--- config.mk ---
export PLATFORM = sky130hd
export DESIGN_NAME = inst_fetch
export DESIGN_NICKNAME = d
export VERILOG_FILES = /design/src/rtl/inst_fetch_pkg.sv /design/src/rtl/inst_fetch_pc_next.sv /design/src/rtl/inst_fetch.sv
export SDC_FILE = /design/constraint.sdc
export NUM_CORES = 1
export LEC_CHECK = 0
export CORE_AREA = 2 2 146 112
export DETAILED_ROUTE_END_ITERATION = 6
export DIE_AREA = 0 0 148 114
export MAX_ROUTING_LAYER = met4
export PLACE_DENSITY_LB_ADDON = 0.08
export SKIP_LAST_GASP = 1
export SLEW_MARGIN = 30
export SYNTH_ARGS = -nofsm -noshare
export SYNTH_HDL_FRONTEND = slang
export SYNTH_SLANG_ARGS = --single-unit
--- constraint.sdc ---
create_clock -name clk -period 3.6 [get_ports clk]
set_clock_uncertainty 0.15 [all_clocks]
set_input_delay 0.54 -clock clk [delete_from_list [all_inputs] [get_ports clk]]
set_output_delay 0.54 -clock clk [all_outputs]
set_load 0.01 [all_outputs]
--- src/rtl/inst_fetch_pkg.sv ---
// Shared definitions for the instruction fetch unit: FSM encoding, reset PC
// default, opcode constants and the branch-offset helper.
package inst_fetch_pkg;

  typedef enum logic {
    FETCH = 1'b0,
    EXEC  = 1'b1
  } state_t;

  localparam logic [31:0] RESET_PC_DEFAULT = 32'h0000_0000;
  localparam logic [5:0]  OP_J             = 6'b000010;
  localparam logic [5:0]  OP_BEQ           = 6'b000100;

  // Word offset of a conditional branch, already scaled to bytes.
  function automatic logic [31:0] branchOffset(input logic [15:0] imm);
    return {{14{imm[15]}}, imm, 2'b00};
  endfunction

endpackage

--- src/rtl/inst_fetch_pc_next.sv ---
// Combinational next-PC selection: jump target, taken branch target, or PC+4.
module pc_next
  import inst_fetch_pkg::*;
(
  input  logic [31:0] PC,
  input  logic [31:0] Instr,
  input  logic        Branch,
  input  logic        Zero,
  input  logic        Jump,
  output logic [31:0] NextPC
);

  logic [31:0] w_pc4;
  logic        w_unusedOpcode;

  assign w_pc4          = PC + 32'd4;
  assign w_unusedOpcode = ^Instr[31:26];

  // Jump wins over a simultaneous branch; low bits stay word aligned.
  always_comb begin
    NextPC = w_pc4;
    if (Jump) begin
      NextPC = {w_pc4[31:28], Instr[25:0], 2'b00};
    end else if (Branch && Zero) begin
      NextPC = w_pc4 + branchOffset(Instr[15:0]);
    end
    NextPC[1:0] = 2'b00;
  end

endmodule

--- src/rtl/inst_fetch.sv ---
// Two-state fetch/execute sequencer holding PC, the current instruction and
// the retired-instruction counter.
module inst_fetch
  import inst_fetch_pkg::*;
#(
  parameter logic [31:0] RESET_PC = RESET_PC_DEFAULT
) (
  input  logic        clk,
  input  logic        reset,
  input  logic        Branch,
  input  logic        Zero,
  input  logic        Jump,
  input  logic        Stall,
  input  logic [31:0] IMemRData,
  input  logic        IMemReady,
  output logic        IMemReq,
  output logic [31:0] IMemAddr,
  output logic [31:0] PC,
  output logic [31:0] Instr,
  output logic [5:0]  OpCode,
  output logic [5:0]  Funct,
  output logic        InstrValid,
  output logic [31:0] RetiredCount
);

  state_t      r_state;
  logic [31:0] r_pc;
  logic [31:0] r_instr;
  logic [31:0] r_retired;
  logic        r_imemReq;
  logic        r_instrValid;
  logic [31:0] w_nextPc;

  pc_next u_pcNext (
    .PC     (r_pc),
    .Instr  (r_instr),
    .Branch (Branch),
    .Zero   (Zero),
    .Jump   (Jump),
    .NextPC (w_nextPc)
  );

  // Ready is only honoured while a request is outstanding, so a response
  // left over from before reset cannot be captured.
  always_ff @(posedge clk or posedge reset) begin
    if (reset) begin
      r_state      <= FETCH;
      r_pc         <= {RESET_PC[31:2], 2'b00};
      r_instr      <= 32'h0;
      r_retired    <= 32'h0;
      r_imemReq    <= 1'b0;
      r_instrValid <= 1'b0;
    end else begin
      case (r_state)
        FETCH: begin
          if (r_imemReq && IMemReady) begin
            r_instr      <= IMemRData;
            r_state      <= EXEC;
            r_imemReq    <= 1'b0;
            r_instrValid <= 1'b1;
          end else begin
            r_imemReq <= 1'b1;
          end
        end
        EXEC: begin
          if (!Stall) begin
            r_pc         <= w_nextPc;
            r_retired    <= r_retired + 32'd1;
            r_state      <= FETCH;
            r_imemReq    <= 1'b1;
            r_instrValid <= 1'b0;
          end
        end
      endcase
    end
  end

  assign IMemReq      = r_imemReq;
  assign IMemAddr     = r_pc;
  assign PC           = r_pc;
  assign Instr        = r_instr;
  assign OpCode       = r_instr[31:26];
  assign Funct        = r_instr[5:0];
  assign InstrValid   = r_instrValid;
  assign RetiredCount = r_retired;

endmodule

Word level (Yosys, flattened, before mapping)
Cells that the tools add are included.
{"block": "classes", "n_addsub": 3, "eq_ne": 2, "bitwise": 2, "reduce_logical": 5, "mux": 11}
{"op": "two-way mux 32 bit", "n": 2}
{"op": "adder 32 x 1 -> 32 bit, second input constant", "n": 1}
{"op": "adder 32 x 3 -> 32 bit, second input constant", "n": 1}
{"op": "adder 32 bit", "n": 1}
{"op": "two-way mux 1 bit", "n": 6}
{"op": "case mux 1 bit (2 select lines)", "n": 3}
{"op": "AND reduction 2 bit", "n": 3}
{"op": "!= test 2 bit, second input constant", "n": 2}
{"op": "logical AND 1 bit", "n": 2}
{"op": "NOT 1 bit", "n": 2}
{"block": "word_totals", "out_inout_bits": 142, "in_bits": 39, "ff_bits": 97, "wordCells": 29}

Depth between registers and ports, before layout
{"block": "depth", "word_depth": 4, "mapped_depth": 16, "ltp_nobuf": 16}

Cells and area by module
Synthesis repeated with hierarchy kept, for this count alone.
{"block": "hier_totals", "cells_unflattened": 734, "area_unflattened_um2": 6993.0}
{"module": "inst_fetch", "area_per_inst_um2": 4250.3, "cells_per_inst": 318, "instances": 1, "seq_area_each_um2": 2477.4}
{"module": "pc_next", "area_per_inst_um2": 2742.6, "cells_per_inst": 416, "instances": 1, "seq_area_each_um2": 0.0}

Least setup slack after synthesis
No wires, ideal clock.
{"block": "synth_path", "path_kind": "register to register", "start": "register r_pc[4] (netlist: IMemAddr[4])", "end": "register r_pc[31] (netlist: IMemAddr[31])", "path_buffers": 1, "slack_ps": -115, "t_arrival_ps": 3429, "setup_time_ps": 136, "path_stages_with_launch": 17, "synth_period_minus_slack_ps": 3715, "t_required_ps": 3314, "path_cell_list": "dfrtp_1 -> and4_1 -> nand4_1 -> or3_1 -> nand2b_1 -> xnor2_1 -> ha_1 -> clkbuf_1 -> a21o_1 -> a21o_1 -> a21oi_1 -> o21ai_0 -> a22oi_1 -> nand2_1 -> mux4_2 -> nand3_1 -> o311ai_1"}
{"block": "synth_via", "elab_chain_cells": 4}
{"item": "from (decl)", "line_no": "inst_fetch.sv:27", "source": "logic [31:0] r_pc;"}
{"item": "from (signal assigned)", "line_no": "inst_fetch.sv:48", "source": "r_pc <= {RESET_PC[31:2], 2'b00};"}
{"item": "from (signal assigned)", "line_no": "inst_fetch.sv:67", "source": "r_pc <= w_nextPc;"}
{"item": "adder 32 x 3 -> 32 bit *", "line_no": "inst_fetch_pc_next.sv:16", "source": "assign w_pc4 = PC + 32'd4;"}
{"item": "adder 32 bit", "line_no": "inst_fetch_pc_next.sv:25", "source": "NextPC = w_pc4 + branchOffset(Instr[15:0]);"}
{"item": "two-way mux 32 bit", "line_no": "inst_fetch_pc_next.sv:24", "source": "end else if (Branch && Zero) begin"}
{"item": "two-way mux 32 bit *", "line_no": "inst_fetch_pc_next.sv:22", "source": "if (Jump) begin"}
Every way passes the cells marked *; elsewhere a longest branch is shown, timed or not.
A chain may end at the register's enable or synchronous reset.

Final worst setup path
{"block": "layout_path", "start": "register r_pc[15] (netlist: IMemAddr[15])", "end": "register r_pc[30] (netlist: IMemAddr[30])"}
The elaborated chain is that of the path after synthesis.

==> impl_results.md <==
- Result of the run: finished with violations
- Violations in the final reports: setup timing
- # port buffers: 176
- Via count of the first global-routing pass: just over 6000
- Launching element type of the critical path: flip-flop
- Synth warn: 0
- Total of max-cap violations: 0
- Seq/Total Area, Yosys: 35.6%
- Final layout net count: 1037
- Largest fanout of any net on the critical path: 3
- Summed area of non-filler cells in the final layout: roughly 9800 µm²
- Most frequent cells in the layout: 176 x sky130_fd_sc_hd__clkdlybuf4s50_1, 93 x sky130_fd_sc_hd__buf_4, 90 x sky130_fd_sc_hd__dfrtp_1
- Number of sinks handled by clock tree synthesis: 97
- Critical R2R Launch: IMemAddr[15]
- Number of DRC violations after detailed routing: 0
- Final setup violation count: 2
- Max transition margin: between 50% and 60%
- Global route total overflow: 0
- Number of antenna violations at the first check in global routing: 1
- Register cell area after layout: 2440 µm²
- First-pass GRT wire length: approximately 33000 µm
- Number of primary I/O pins: between 150 and 200
- Max Freq: ~280 MHz
- Total clock buffers created by CTS: 9
- Hold Crit Start: RetiredCount[31]
- Die extent in x: 148 µm
- Clock Tree Buf Depth: 2
- Power density over cell area: 1030 nW/µm²
- Arrival time of the worst setup path: around 3.7 ns
- Series of cell instances along the critical path: and4_4 -> nand4_1 -> buf_4 -> nor3_4 -> buf_6 -> nand4_1 -> xnor2_2 -> buf_4 -> ha_4 -> buf_4 -> a21o_1 -> a21o_1 -> a21oi_2 -> o21ai_1 -> a311oi_2 -> xor2_1 -> a21oi_1
- Routed vias/inst: ~5.5
- Number of pins with negative max-slew slack in the final report: 0
- Cell types with the largest area share after synthesis: sky130_fd_sc_hd__dfrtp_1 36%, sky130_fd_sc_hd__ha_1 7.0%, sky130_fd_sc_hd__xnor2_1 6.8%, sky130_fd_sc_hd__mux2_2 5.3%, sky130_fd_sc_hd__buf_4 5.1%
- Number of iterations in the first detailed-routing pass: 5
- Critical path data required time: 3.69 ns
- Initial detailed-routing violation count: roughly 370
- Delay-heaviest family, CP: compound AO/OA/AOI/OAI gates
- Via count of the routed design: ~6400
- Cell accounting for the most synthesized area: sky130_fd_sc_hd__dfrtp_1
- Post-route core utilization: between 60 and 70%
- Unrepaired setup endpoints after global routing: yes
- Timing startpoint of the critical path: IMemAddr[15]
- Setup slack of the critical path after layout: -0.0283 ns
- Overall Global Routing Usage: around 26%
- Area of the die: approximately 17000 µm²
- Vert. Die Dim: about 110 µm
- Worst-margin pin slew: around 0.65 ns
- Most frequently used flop master after synthesis: sky130_fd_sc_hd__dfrtp_1
- Area growth from synthesis to layout: 44.6%
- Final hold viol count: 0
- Slowest-stage cell, CP: sky130_fd_sc_hd__dfrtp_1
- Library cell appearing most often on the critical path: sky130_fd_sc_hd__buf_4
- Cell area after synthesis: 6810 µm²
- Buffer cell driving the clock tree root: sky130_fd_sc_hd__clkbuf_16
- Area of the multi-input gates: approximately 4300 µm²
- Average wire per standard cell: between 15 and 20 µm
- Share of the synthesized area in the top cell type: roughly 36%
- Filler cell count in the final layout: approximately 1300
- Most common cell after layout, fill and taps aside: sky130_fd_sc_hd__clkdlybuf4s50_1
- Final HPWL DP: about 16000 µm
- Core ar.: between 15000 and 20000 µm²
- Clock tree from TritonCTS: built
- Worst Hold Class: flip-flop to flip-flop
- Count of cell types in the netlist: 65
- Std cell rows: 40
- Gpl congestion: 0.897
- Post-synthesis cell count: 743
- CTS HTree Levels: 3
- Number of buffer and inverter instances along the worst setup path: 4
- Post-synthesis average cell area: roughly 9 µm²
- Initial standard-cell utilization of the core: 43.6%
- Final antenna-violating net count: 0
- Hold_buf cts: 0
- Number of placed instances with taps included: around 1100
- Count of flip-flops with a built-in enable after synthesis: 0
- Maximum single-stage delay on the critical path: 0.37 ns
- Cell leakage power: around 4.3 nW
- Worst setup path category: flip-flop to flip-flop
- Total detailed-routing wirelength: 21200 µm
- Placed instance area: slightly above 9000 µm²
- Largest net degree at the start of global routing: 50
- Post-synthesis sequential element count: 97
- Portion of the clock cycle consumed by the worst path in the final layout: 101%
- CP Capture Type: flip-flop
- Non-Filler Instances: 1175
- Source-to-sink clock delay at the later pin of the worst-skew pair: about 0.36 ns
- Peak VDD IR: approximately 0.00050 V
- Fraction of layout cells with a size suffix above 1: approximately a quarter
- Clock period minus worst slack: 3.63 ns
- Clock-pin slew reported for the worst setup and hold paths after clock tree synthesis: 0.08 ns
- Post-synth ARST share: 100%
logic make-up after synthesis:
kind of cell,synth area share [%]
DFF,35.6
muxes,6.51
and+or+nand+nor,16.9
other,0.0551
adders and majority gates,7.28
buffers and inverters,7.18
xor gates and xnor gates,10.9
AOI/OAI and AO/OA,15.5
sequential cells by signal (all words and copies together) (netlist names):
register      count
Instr            32
RetiredCount     32
IMemAddr         30
IMemReq           1
InstrValid        1
r_state           1
cells in the mapped netlist (all sizes together), types with 3 or more instances:
| cell type | count |
|---|---|
| a21o | 16 |
| and3 | 10 |
| o21bai | 4 |
| nor3 | 9 |
| nand2 | 83 |
| xnor2 | 53 |
| dfrtp | 97 |
| a221oi | 3 |
| mux2i | 6 |
| nand3 | 24 |
| clkbuf | 17 |
| buf | 55 |
| mux2 | 32 |
| a211oi | 13 |
| nand4 | 22 |
| a31oi | 6 |
| a21oi | 48 |
| nor2 | 53 |
| and4 | 6 |
| xor2 | 32 |
| ha | 38 |
| o21ai | 36 |
| or2 | 4 |
| nand2b | 7 |
| nand3b | 4 |
| or3 | 3 |
| nor2b | 7 |
| inv | 12 |
| o211ai | 6 |
| o22ai | 8 |
power breakdown:
group          total (W)  leakage (nW)  internal (W)  switching (W)
combinational    0.00722          2.94       0.00365        0.00357
sequential       0.00194          1.19       0.00148       0.000465
clock           0.000997         0.145      0.000495       0.000502
what timing repair did:
action | 4_1_cts | 5_1_grt
setup endpoints to repair | 7 | 15
resized for setup | 14 | 61
cloned | 0 | 0
setup buffers | 1 | 10
pin swaps | 7 | 49
routing by layer:
layer | wire (µm) | GRT usage (%) | share of wire [%]
met2 | 9430 | 37.3 | 44
met5 | 0 | - | 0
met1 | 10300 | 37.3 | 48
met3 | 1340 | 4.68 | 6.3
met4 | 206 | 5.59 | 0.97
stage by stage:
stage	hold slack, ns	setup TNS, ns	worst slack, ns	total power [W]
2_1_floorplan	0.342	0	0.0247	0.00576
3_3_place_gp	0.310	-0.0425	-0.0365	0.00843
3_5_place_dp	0.320	-0.317	-0.107	0.00847
4_1_cts	0.341	-0.0209	-0.0209	0.00962
5_1_grt	0.361	-0.929	-0.193	0.0109
6_report	0.335	-0.0402	-0.0283	0.0102
worst reg2reg max path, stage by stage (launching register included):
cell,delay [ns]
sky130_fd_sc_hd__dfrtp_1,0.37
sky130_fd_sc_hd__and4_4,0.23
sky130_fd_sc_hd__nand4_1,0.15
sky130_fd_sc_hd__buf_4,0.20
sky130_fd_sc_hd__nor3_4,0.18
sky130_fd_sc_hd__buf_6,0.13
sky130_fd_sc_hd__nand4_1,0.12
sky130_fd_sc_hd__xnor2_2,0.31
sky130_fd_sc_hd__buf_4,0.19
sky130_fd_sc_hd__ha_4,0.21
sky130_fd_sc_hd__buf_4,0.13
sky130_fd_sc_hd__a21o_1,0.17
sky130_fd_sc_hd__a21o_1,0.17
sky130_fd_sc_hd__a21oi_2,0.19
sky130_fd_sc_hd__o21ai_1,0.09
sky130_fd_sc_hd__a311oi_2,0.25
sky130_fd_sc_hd__xor2_1,0.19
sky130_fd_sc_hd__a21oi_1,0.09
worst paths after layout:
kind                               endpoint  slack [ns]  cells after the start
setup / recovery               IMemAddr[30]       -0.03                     17
hold / removal             RetiredCount[31]        0.33                      1
setup reg to reg               IMemAddr[30]       -0.03                     17
hold reg to reg            RetiredCount[31]        0.33                      1
max in group asynchronous       IMemAddr[5]        2.10                      3
min in group asynchronous   RetiredCount[5]        0.47                      2
layout make-up:
cell class,count,share of cell area [%]
diodes,1,0.0254
repair buffers,274,25.7
flip-flops and latches,97,24.7
inverters,12,0.483
multi-input cells,565,43.2
well taps,210,2.67
clock buffers,9,2.29
clock inverters,7,0.839
Note: power is estimated with default switching activity, not from simulation.
